`src/rtl/rt_rgu_sched_if.sv`:
```
// Bundle between the raster scheduler and its environment: frame configuration,
// the RGU start/valid handshake, credit return and frame status.
interface rt_rgu_sched_if #(
   parameter int DIM_W = 16
) ();
   logic [DIM_W-1:0] cfg_width;
   logic [DIM_W-1:0] cfg_height;
   logic             frame_start;
   logic             abort;
   logic             credit_return;
   logic             rgu_valid;
   logic             rgu_start;
   logic [31:0]      rgu_x;
   logic [31:0]      rgu_y;
   logic             busy;
   logic             frame_done;
   logic             frame_aborted;
   logic             err;

   modport master (
      output cfg_width, cfg_height, frame_start, abort, credit_return, rgu_valid,
      input  rgu_start, rgu_x, rgu_y, busy, frame_done, frame_aborted, err
   );

   modport slave (
      input  cfg_width, cfg_height, frame_start, abort, credit_return, rgu_valid,
      output rgu_start, rgu_x, rgu_y, busy, frame_done, frame_aborted, err
   );
endinterface

```
`src/rtl/rt_rgu_sched.sv`:
```
// Raster-scan scheduler for the ray generation unit: one credit-throttled start
// per pixel, in-flight tracking, and frame completion once the pipeline drains.
module rt_rgu_sched #(
   parameter int FRAC_BITS = 16,
   parameter int CREDITS   = 8,
   parameter int DIM_W     = 16
) (
   input  logic           clk,
   input  logic           resetn,
   rt_rgu_sched_if.slave  bus
);
   localparam int CNT_W = $clog2(CREDITS + 1);
   localparam logic [1:0] ST_IDLE  = 2'd0;
   localparam logic [1:0] ST_RUN   = 2'd1;
   localparam logic [1:0] ST_DRAIN = 2'd2;
   localparam logic [CNT_W-1:0] CRED_MAX = CNT_W'(CREDITS);

   logic [1:0]       state_q, state_d;
   logic [DIM_W-1:0] width_q, width_d, height_q, height_d;
   logic [DIM_W-1:0] col_q, col_d, row_q, row_d;
   logic [CNT_W-1:0] credits_q, credits_d, outst_q, outst_d;
   logic             start_q, start_d, done_q, done_d;
   logic             aborted_q, aborted_d, err_q, err_d;
   logic [31:0]      x_q, x_d, y_q, y_d;
   logic             issue_s, cred_err_s, valid_err_s;

   function automatic logic [31:0] to_coord(input logic [DIM_W-1:0] idx);
      logic [31:0] ext;
      ext = 32'(idx);
      return ext << FRAC_BITS;
   endfunction

   // Issue uses the registered credit count only, so a same-cycle return cannot enable it.
   assign issue_s = (state_q == ST_RUN) && !bus.abort && (credits_q != CNT_W'(0));

   // Credit pool: spend on issue, refill on return; a return into a full pool is an error.
   always_comb begin
      credits_d  = credits_q;
      cred_err_s = 1'b0;
      case ({issue_s, bus.credit_return})
         2'b10: credits_d = credits_q - CNT_W'(1);
         2'b01: begin
            if (credits_q == CRED_MAX) begin
               cred_err_s = 1'b1;
            end else begin
               credits_d = credits_q + CNT_W'(1);
            end
         end
         default: credits_d = credits_q;
      endcase
   end

   // In-flight rays: +1 per issue, -1 per retired ray; a retire with nothing in flight is an error.
   always_comb begin
      outst_d     = outst_q;
      valid_err_s = 1'b0;
      case ({issue_s, bus.rgu_valid})
         2'b10: outst_d = outst_q + CNT_W'(1);
         2'b01: begin
            if (outst_q == CNT_W'(0)) begin
               valid_err_s = 1'b1;
            end else begin
               outst_d = outst_q - CNT_W'(1);
            end
         end
         default: outst_d = outst_q;
      endcase
   end

   // Frame sequencing, raster walk and registered RGU start/coordinates.
   always_comb begin
      state_d   = state_q;
      width_d   = width_q;
      height_d  = height_q;
      col_d     = col_q;
      row_d     = row_q;
      start_d   = 1'b0;
      done_d    = 1'b0;
      x_d       = x_q;
      y_d       = y_q;
      aborted_d = aborted_q;
      err_d     = err_q | cred_err_s | valid_err_s;
      case (state_q)
         ST_IDLE: begin
            if (bus.frame_start) begin
               width_d   = bus.cfg_width;
               height_d  = bus.cfg_height;
               col_d     = DIM_W'(0);
               row_d     = DIM_W'(0);
               aborted_d = 1'b0;
               if ((bus.cfg_width == DIM_W'(0)) || (bus.cfg_height == DIM_W'(0))) begin
                  done_d = 1'b1;
               end else begin
                  state_d = ST_RUN;
               end
            end else begin
               state_d = ST_IDLE;
            end
         end
         ST_RUN: begin
            if (bus.abort) begin
               state_d   = ST_DRAIN;
               aborted_d = 1'b1;
            end else if (issue_s) begin
               start_d = 1'b1;
               x_d     = to_coord(col_q);
               y_d     = to_coord(row_q);
               if (col_q == width_q - DIM_W'(1)) begin
                  col_d = DIM_W'(0);
                  if (row_q == height_q - DIM_W'(1)) begin
                     state_d = ST_DRAIN;
                  end else begin
                     row_d = row_q + DIM_W'(1);
                  end
               end else begin
                  col_d = col_q + DIM_W'(1);
               end
            end else begin
               state_d = ST_RUN;
            end
         end
         ST_DRAIN: begin
            // Looking at the post-update count lets done follow the last retire by one cycle.
            if (outst_d == CNT_W'(0)) begin
               done_d  = 1'b1;
               state_d = ST_IDLE;
            end else begin
               state_d = ST_DRAIN;
            end
         end
         default: state_d = ST_IDLE;
      endcase
   end

   // State and output registers.
   always_ff @(posedge clk or negedge resetn) begin
      if (!resetn) begin
         state_q   <= ST_IDLE;
         width_q   <= DIM_W'(0);
         height_q  <= DIM_W'(0);
         col_q     <= DIM_W'(0);
         row_q     <= DIM_W'(0);
         credits_q <= CRED_MAX;
         outst_q   <= CNT_W'(0);
         start_q   <= 1'b0;
         done_q    <= 1'b0;
         x_q       <= 32'd0;
         y_q       <= 32'd0;
         aborted_q <= 1'b0;
         err_q     <= 1'b0;
      end else begin
         state_q   <= state_d;
         width_q   <= width_d;
         height_q  <= height_d;
         col_q     <= col_d;
         row_q     <= row_d;
         credits_q <= credits_d;
         outst_q   <= outst_d;
         start_q   <= start_d;
         done_q    <= done_d;
         x_q       <= x_d;
         y_q       <= y_d;
         aborted_q <= aborted_d;
         err_q     <= err_d;
      end
   end

   assign bus.rgu_start     = start_q;
   assign bus.rgu_x         = x_q;
   assign bus.rgu_y         = y_q;
   assign bus.busy          = (state_q == ST_RUN) || (state_q == ST_DRAIN);
   assign bus.frame_done    = done_q;
   assign bus.frame_aborted = aborted_q;
   assign bus.err           = err_q;
endmodule
```
`src/flat_wrapper.sv`:
```
// flat-port wrapper written by rule: the top's interface ports become plain ports
module rt_rgu_sched_flat 
#(
   parameter int FRAC_BITS = 16,
   parameter int CREDITS   = 8,
   parameter int DIM_W     = 16
)
  (clk, resetn, bus_cfg_width, bus_cfg_height, bus_frame_start, bus_abort, bus_credit_return, bus_rgu_valid, bus_rgu_start, bus_rgu_x, bus_rgu_y, bus_busy, bus_frame_done, bus_frame_aborted, bus_err);
  rt_rgu_sched_if #(.DIM_W(DIM_W)) bus_i ();
  input  logic clk;
  input  logic resetn;
  input wire logic [$bits(bus_i.cfg_width)-1:0] bus_cfg_width;
  input wire logic [$bits(bus_i.cfg_height)-1:0] bus_cfg_height;
  input wire logic [$bits(bus_i.frame_start)-1:0] bus_frame_start;
  input wire logic [$bits(bus_i.abort)-1:0] bus_abort;
  input wire logic [$bits(bus_i.credit_return)-1:0] bus_credit_return;
  input wire logic [$bits(bus_i.rgu_valid)-1:0] bus_rgu_valid;
  output wire logic [$bits(bus_i.rgu_start)-1:0] bus_rgu_start;
  output wire logic [$bits(bus_i.rgu_x)-1:0] bus_rgu_x;
  output wire logic [$bits(bus_i.rgu_y)-1:0] bus_rgu_y;
  output wire logic [$bits(bus_i.busy)-1:0] bus_busy;
  output wire logic [$bits(bus_i.frame_done)-1:0] bus_frame_done;
  output wire logic [$bits(bus_i.frame_aborted)-1:0] bus_frame_aborted;
  output wire logic [$bits(bus_i.err)-1:0] bus_err;
  assign bus_i.cfg_width = bus_cfg_width;
  assign bus_i.cfg_height = bus_cfg_height;
  assign bus_i.frame_start = bus_frame_start;
  assign bus_i.abort = bus_abort;
  assign bus_i.credit_return = bus_credit_return;
  assign bus_i.rgu_valid = bus_rgu_valid;
  assign bus_rgu_start = bus_i.rgu_start;
  assign bus_rgu_x = bus_i.rgu_x;
  assign bus_rgu_y = bus_i.rgu_y;
  assign bus_busy = bus_i.busy;
  assign bus_frame_done = bus_i.frame_done;
  assign bus_frame_aborted = bus_i.frame_aborted;
  assign bus_err = bus_i.err;
  rt_rgu_sched #(.FRAC_BITS(FRAC_BITS), .CREDITS(CREDITS), .DIM_W(DIM_W)) u_core (.clk(clk), .resetn(resetn), .bus(bus_i));
endmodule
```
`config.mk`:
```
export PLATFORM = sky130hd
export DESIGN_NAME = rt_rgu_sched_flat
export DESIGN_NICKNAME = d
export VERILOG_FILES = /design/src/rtl/rt_rgu_sched_if.sv /design/src/rtl/rt_rgu_sched.sv /design/src/flat_wrapper.sv
export SDC_FILE = /design/constraint.sdc
export NUM_CORES = 1
export LEC_CHECK = 0
export CORE_ASPECT_RATIO = 1.25
export CORE_MARGIN = 5
export CORE_UTILIZATION = 48
export DETAILED_ROUTE_END_ITERATION = 8
export GPL_TIMING_DRIVEN = 0
export PLACE_DENSITY = 0.72
export SKIP_CTS_REPAIR_TIMING = 1
export SLEW_MARGIN = 20
export SYNTH_ARGS = -nofsm -noshare
export SYNTH_HDL_FRONTEND = slang
export SYNTH_SLANG_ARGS = --single-unit
```
`constraint.sdc`:
```
create_clock -name clk -period 7.6 [get_ports clk]
set_input_delay 1.14 -clock clk [delete_from_list [all_inputs] [get_ports clk]]
set_output_delay 1.14 -clock clk [all_outputs]
set_load 0.01 [all_outputs]
```
# --- Word-level counts from Yosys, hierarchy flattened ---
# Index checks and enable logic that the tools add are counted.
op_classes:
  n_addsub: 8
  eq_ne: 19
  mux: 36
  bitwise: 3
  n_reduce_logical: 20
ops:
  columns: ["operator", "count"]
  rows:
  - ["16-bit 2-to-1 mux", 8]
  - ["16-bit case mux with 2 select lines", 2]
  - ["16-bit by 1-bit adder with 16-bit output, second input constant", 2]
  - ["16-bit == test", 2]
  - ["16-bit zero test", 2]
  - ["16-bit by 1-bit subtractor with 16-bit output, second input constant", 2]
  - ["4-bit case mux with 2 select lines", 2]
  - ["2-bit 2-to-1 mux", 7]
  - ["1-bit 2-to-1 mux", 12]
  - ["2-bit != test, second input constant", 6]
  - ["3-bit AND reduction", 3]
  - ["4-bit by 1-bit adder with 4-bit output, second input constant", 2]
  - ["4-bit zero test", 2]
  - ["4-bit 2-to-1 mux", 2]
  - ["4-bit != test, second input constant", 2]
  - ["4-bit by 1-bit subtractor with 4-bit output, second input constant", 2]
  - ["2-bit by 1-bit == test with 1-bit output, second input constant", 3]
  - ["2-bit == test, second input constant", 3]
  - ["2-bit case mux with 3 select lines", 1]
  - ["6-bit AND reduction", 1]
  - ["4-bit == test, second input constant", 1]
  - ["1-bit case mux with 2 select lines", 2]
  - ["2-bit AND reduction", 2]
  - ["4-bit AND reduction", 1]
  - ["10 further kinds", 14]
word_totals:
  register_bits: 110
  inputBits: 38
  output_inout_bits: 69
  wordCells: 99

# --- Depth between registers and ports, before layout ---
depth:
  depth_word: 8
  mapped_depth: 17
  ltp_nobuf: 13

# --- Least setup slack after synthesis ---
# Ideal clock, no wire load.
synth_timing:
  path_kind: "input to register"
  from: "in bus_abort"
  to: "reg u_core.state_q[1]"
  setup_time_ns: 0.125
  arrival_ns: 3.654
  t_required_ns: 7.475
  slack_ns: 3.821
  stages: 14
  n_path_buf: 3
  path_cell_list: "nand3b_1 > inv_1 > clkbuf_1 > buf_1 > ha_1 > clkbuf_1 > nor2_1 > mux2_2 > nand2_1 > nand3_1 > nor4_1 > nand2b_1 > a21oi_1 > mux2_2"
synth_between:
  elab_chain_len: 8
  elab_cells_between_ends: 14
  cone_classes: "eq/ne (4); mux (5); reduce/logical (5)"
synth_lines:
  columns: ["element", "line", "source"]
  rows:
  - ["start: declaration", "flat_wrapper.sv:15", "input wire logic [$bits(bus_i.abort)-1:0] bus_abort;"]
  - ["1-bit zero test (*)", "rt_rgu_sched.sv:34", "assign issue_s = (state_q == ST_RUN) && !bus.abort && (credits_q != CNT_W'(0));"]
  - ["1-bit logical AND (*) (2 in a row)", "rt_rgu_sched.sv:34", null]
  - ["2-bit by 1-bit == test with 1-bit output / 2-bit == test (equally long branches)", "rt_rgu_sched.sv:57", "case ({issue_s, bus.rgu_valid})"]
  - ["4-bit case mux with 2 select lines (*)", "rt_rgu_sched.sv:57", null]
  - ["via u_core.outst_d[2]", "rt_rgu_sched.sv:21", "logic [CNT_W-1:0] credits_q, credits_d, outst_q, outst_d;"]
  - ["4-bit zero test (*)", "rt_rgu_sched.sv:124", "if (outst_d == CNT_W'(0)) begin"]
  - ["2-bit 2-to-1 mux (*)", "rt_rgu_sched.sv:124", null]
  - ["2-bit case mux with 3 select lines (*)", "rt_rgu_sched.sv:83", "case (state_q)"]
  - ["end signal: assignment", "rt_rgu_sched.sv:152", "state_q <= state_d;"]
  - ["end: declaration", "rt_rgu_sched.sv:18", "logic [1:0] state_q, state_d;"]
# Mark *: on every way through the listed nets, which the timed path passes. The rest lies on a longest branch.
# A chain may end at the register's enable or synchronous reset.

# --- Final worst setup path ---
# Ends and elaborated chain as after synthesis.

==> qor.csv <==
metric;value;unit
dominant cell type by area after synthesis;dfrtp_1;
DRT Pass-1 Iters;6;
fillers;1242;
Global Route Usage Sum;22.16;%
Async SR Flop Fraction;100.0;%
Slew @ Worst Pin;1.067;ns
Synth area leaders;dfrtp_1 (41%), nand2_1 (7.3%), mux2_2 (6.6%);
Worst Hold Class;reg -> reg;
routability congestion estimate;0.8912;
Final Hold Fails;0;
Initial Util;48.57;%
DRT iter0 DRCs;304;
Skew-Pair Late Insertion Delay;0.36;ns
Placed Cells;1010;
core area;13690;µm²
clock root cell;clkbuf_16;
Post-synth EDFFs;0;
clock skew;0.007772;ns
area grow syn2layout;20.71;%
share of cells above drive strength 1;12.93;%
H-tree depth;3;
hold path depth;2;
Crit. End Element;flop;
Synth Flop Type;dfrtp_1;
Final Max Tran Viols;0;
die width;115.3;µm
nets@finish;899;
via count;5786;
Total Routed Length;17490;µm
DIE AREA;16330;µm²
syn avg cell area;9.124;µm²
DRC errors left;0;
initial antenna violation count;0;
CTS clk-pin slew, worst paths;0.07;ns
Worst Path Max Fanout;10;
TritonCTS clock tree;done;
CTS buffer count;9;
GRT Residual Overflow;0;
Unique masters post-synth;67;
RSZ-0062 raised after global routing;false;
VDD IR max;0.1542;mV
global-route wire length before repair;29010;µm
Slew headroom;27.89;%
crit path DAT;4.97;ns
Synth Instances;729;
Port Buffers;74;
CTS Buffer Depth;2;
height of the die;141.6;µm
CP Launch Type;input pin;
num rows;48;
Max Cap Viol;0;
vias in the first global route;5844;
Leakage;3.452;nW
fin cells;1026;
min cycle time layout;4.721;ns
sequential share of the synthesized area;41.40;%
Seq cells post-synth;110;
DP HPWL;13380;µm
Syn. warnings;0;
Final period util;62.12;%
WS Path Type;in -> reg;
TNS Setup;0;ns
I/O pin total;107;
count leader, synth;nand2_1;
status;completed;
largest net degree at the start of global routing;72;
top-area cell type share of the netlist area;41.01;%
vias per std cell;5.639;
Post-synth top cells;nand2_1 (129), dfrtp_1 (109), mux2_2 (39), a21oi_1 (33), buf_4 (32);
ant diodes;0;
Final setup violation count;0;
Worst EP required;7.84;ns
Max Clk Rate;0.2118;GHz
Cell Pwr Density;293.6;nW/µm²
CTS sink cnt;110;
post-route ant nets;0;
DR WL/cell;17.05;µm
reg2reg path depth;17;
Post-Syn Area;6651;µm²
routing by layer:
metal / part of all wire [%] / global-route usage, % / wire length [µm] / vias to the layer above
li1: - / - / - / 2787
met3: 3.7 / 2.474 / 643 / 40
met4: 3.1 / 9.271 / 546 / 0
met5: 0 / 0 / 0 / -
met2: 55 / 40.82 / 9625 / 153
met1: 38 / 25.68 / 6677 / 2806
flip-flops by register name, indices dropped and copies added, names as in the netlist, 2 cells and up:
name and count:
u_core.col_q 16, u_core.credits_q 4, u_core.state_q 2, u_core.height_q 16
u_core.bus.rgu_x 16, u_core.outst_q 4, u_core.width_q 16, u_core.row_q 16
u_core.bus.rgu_y 16
worst paths after layout:
kind	startpoint	slack [ns]	endpoint
setup reg to reg	u_core.state_q[1]	3.24	u_core.state_q[1]
max in group asynchronous	resetn	6.23	u_core.width_q[8]
hold / removal	u_core.bus.rgu_y[27]	0.47	u_core.bus.rgu_y[27]
min in group asynchronous	resetn	0.68	u_core.bus.rgu_y[20]
hold reg to reg	u_core.bus.rgu_y[27]	0.47	u_core.bus.rgu_y[27]
setup / recovery	bus_abort	2.88	u_core.state_q[1]
cell usage in the layout (no fill, tap or decap), types with 9 or more instances in the layout:
cell type	Yosys	final
ha_1	14	14
nand2_1	129	129
nor3_1	14	14
or4_1	13	13
nor4_1	19	19
or3_1	18	18
xnor2_1	25	25
mux2_2	39	39
o21ai_0	29	29
clkbuf_16	0	9
nor2_1	30	30
nand3_1	14	14
xor2_1	18	18
a21oi_1	33	33
o31ai_1	13	13
dfrtp_1	109	109
nand4_1	18	18
buf_4	32	32
clkbuf_1	29	29
inv_1	22	22
clkdlybuf4s50_1	0	73
conb_1	1	32
report_power, final:
| group | switching [mW] | internal, mW |
|---|---|---|
| sequential | 0.170 | 0.721 |
| clock | 0.226 | 0.223 |
| combinational | 0.555 | 0.461 |
layout make-up:
class | count | area [µm²] | share of cell area, %
buffer | 68 | 399.1 | 4.971
clock buffer | 9 | 225.2 | 2.805
clock inverter | 7 | 47.55 | 0.5922
inverter | 22 | 82.58 | 1.029
multi-input combinational | 560 | 3532 | 43.99
sequential | 110 | 2754 | 34.30
tap | 175 | 219.0 | 2.727
timing repair buffer | 75 | 769.5 | 9.584
through the flow:
stage	cell area, µm²	setup slack (ns)	total power [mW]	utilization [%]	hold WS [ns]
3_3_place_gp	7727	1.218	1.858	56.43	0.4628
3_5_place_dp	7756	2.483	1.910	56.64	0.4623
6_report	8029	2.879	2.357	58.63	0.4740
2_1_floorplan	6768	3.821	1.603	-	0.4737
5_1_grt	8029	2.434	2.520	58.63	0.5113
4_1_cts	8029	2.854	2.366	58.63	0.4801
logic make-up (layout without fill, tap and decap cells):
| logic type | count (synthesis) | in the layout | share of synthesized area, % |
|---|---|---|---|
| AOI/OAI and AO/OA | 131 | 131 | 13.11 |
| and+or+nand+nor | 297 | 297 | 22.54 |
| other | 1 | 32 | 0.05638 |
| DFF | 110 | 110 | 41.40 |
| adders and majority gates | 15 | 15 | 2.935 |
| xor gates and xnor gates | 43 | 43 | 5.662 |
| muxes | 42 | 42 | 7.054 |
| buffers and inverters | 90 | 181 | 7.242 |
worst max-delay path: stages:
cell	delay (ns)
clkdlybuf4s50_1	0.54
nand3b_1	0.42
inv_1	0.16
clkbuf_1	0.40
buf_1	0.40
ha_1	0.19
clkbuf_1	0.29
nor2_1	0.11
mux2_2	0.28
nand2_1	0.07
nand3_1	0.11
nor4_1	0.37
nand2b_1	0.16
a21oi_1	0.05
mux2_2	0.26
No activity file was read; power rests on OpenSTA's default activity.
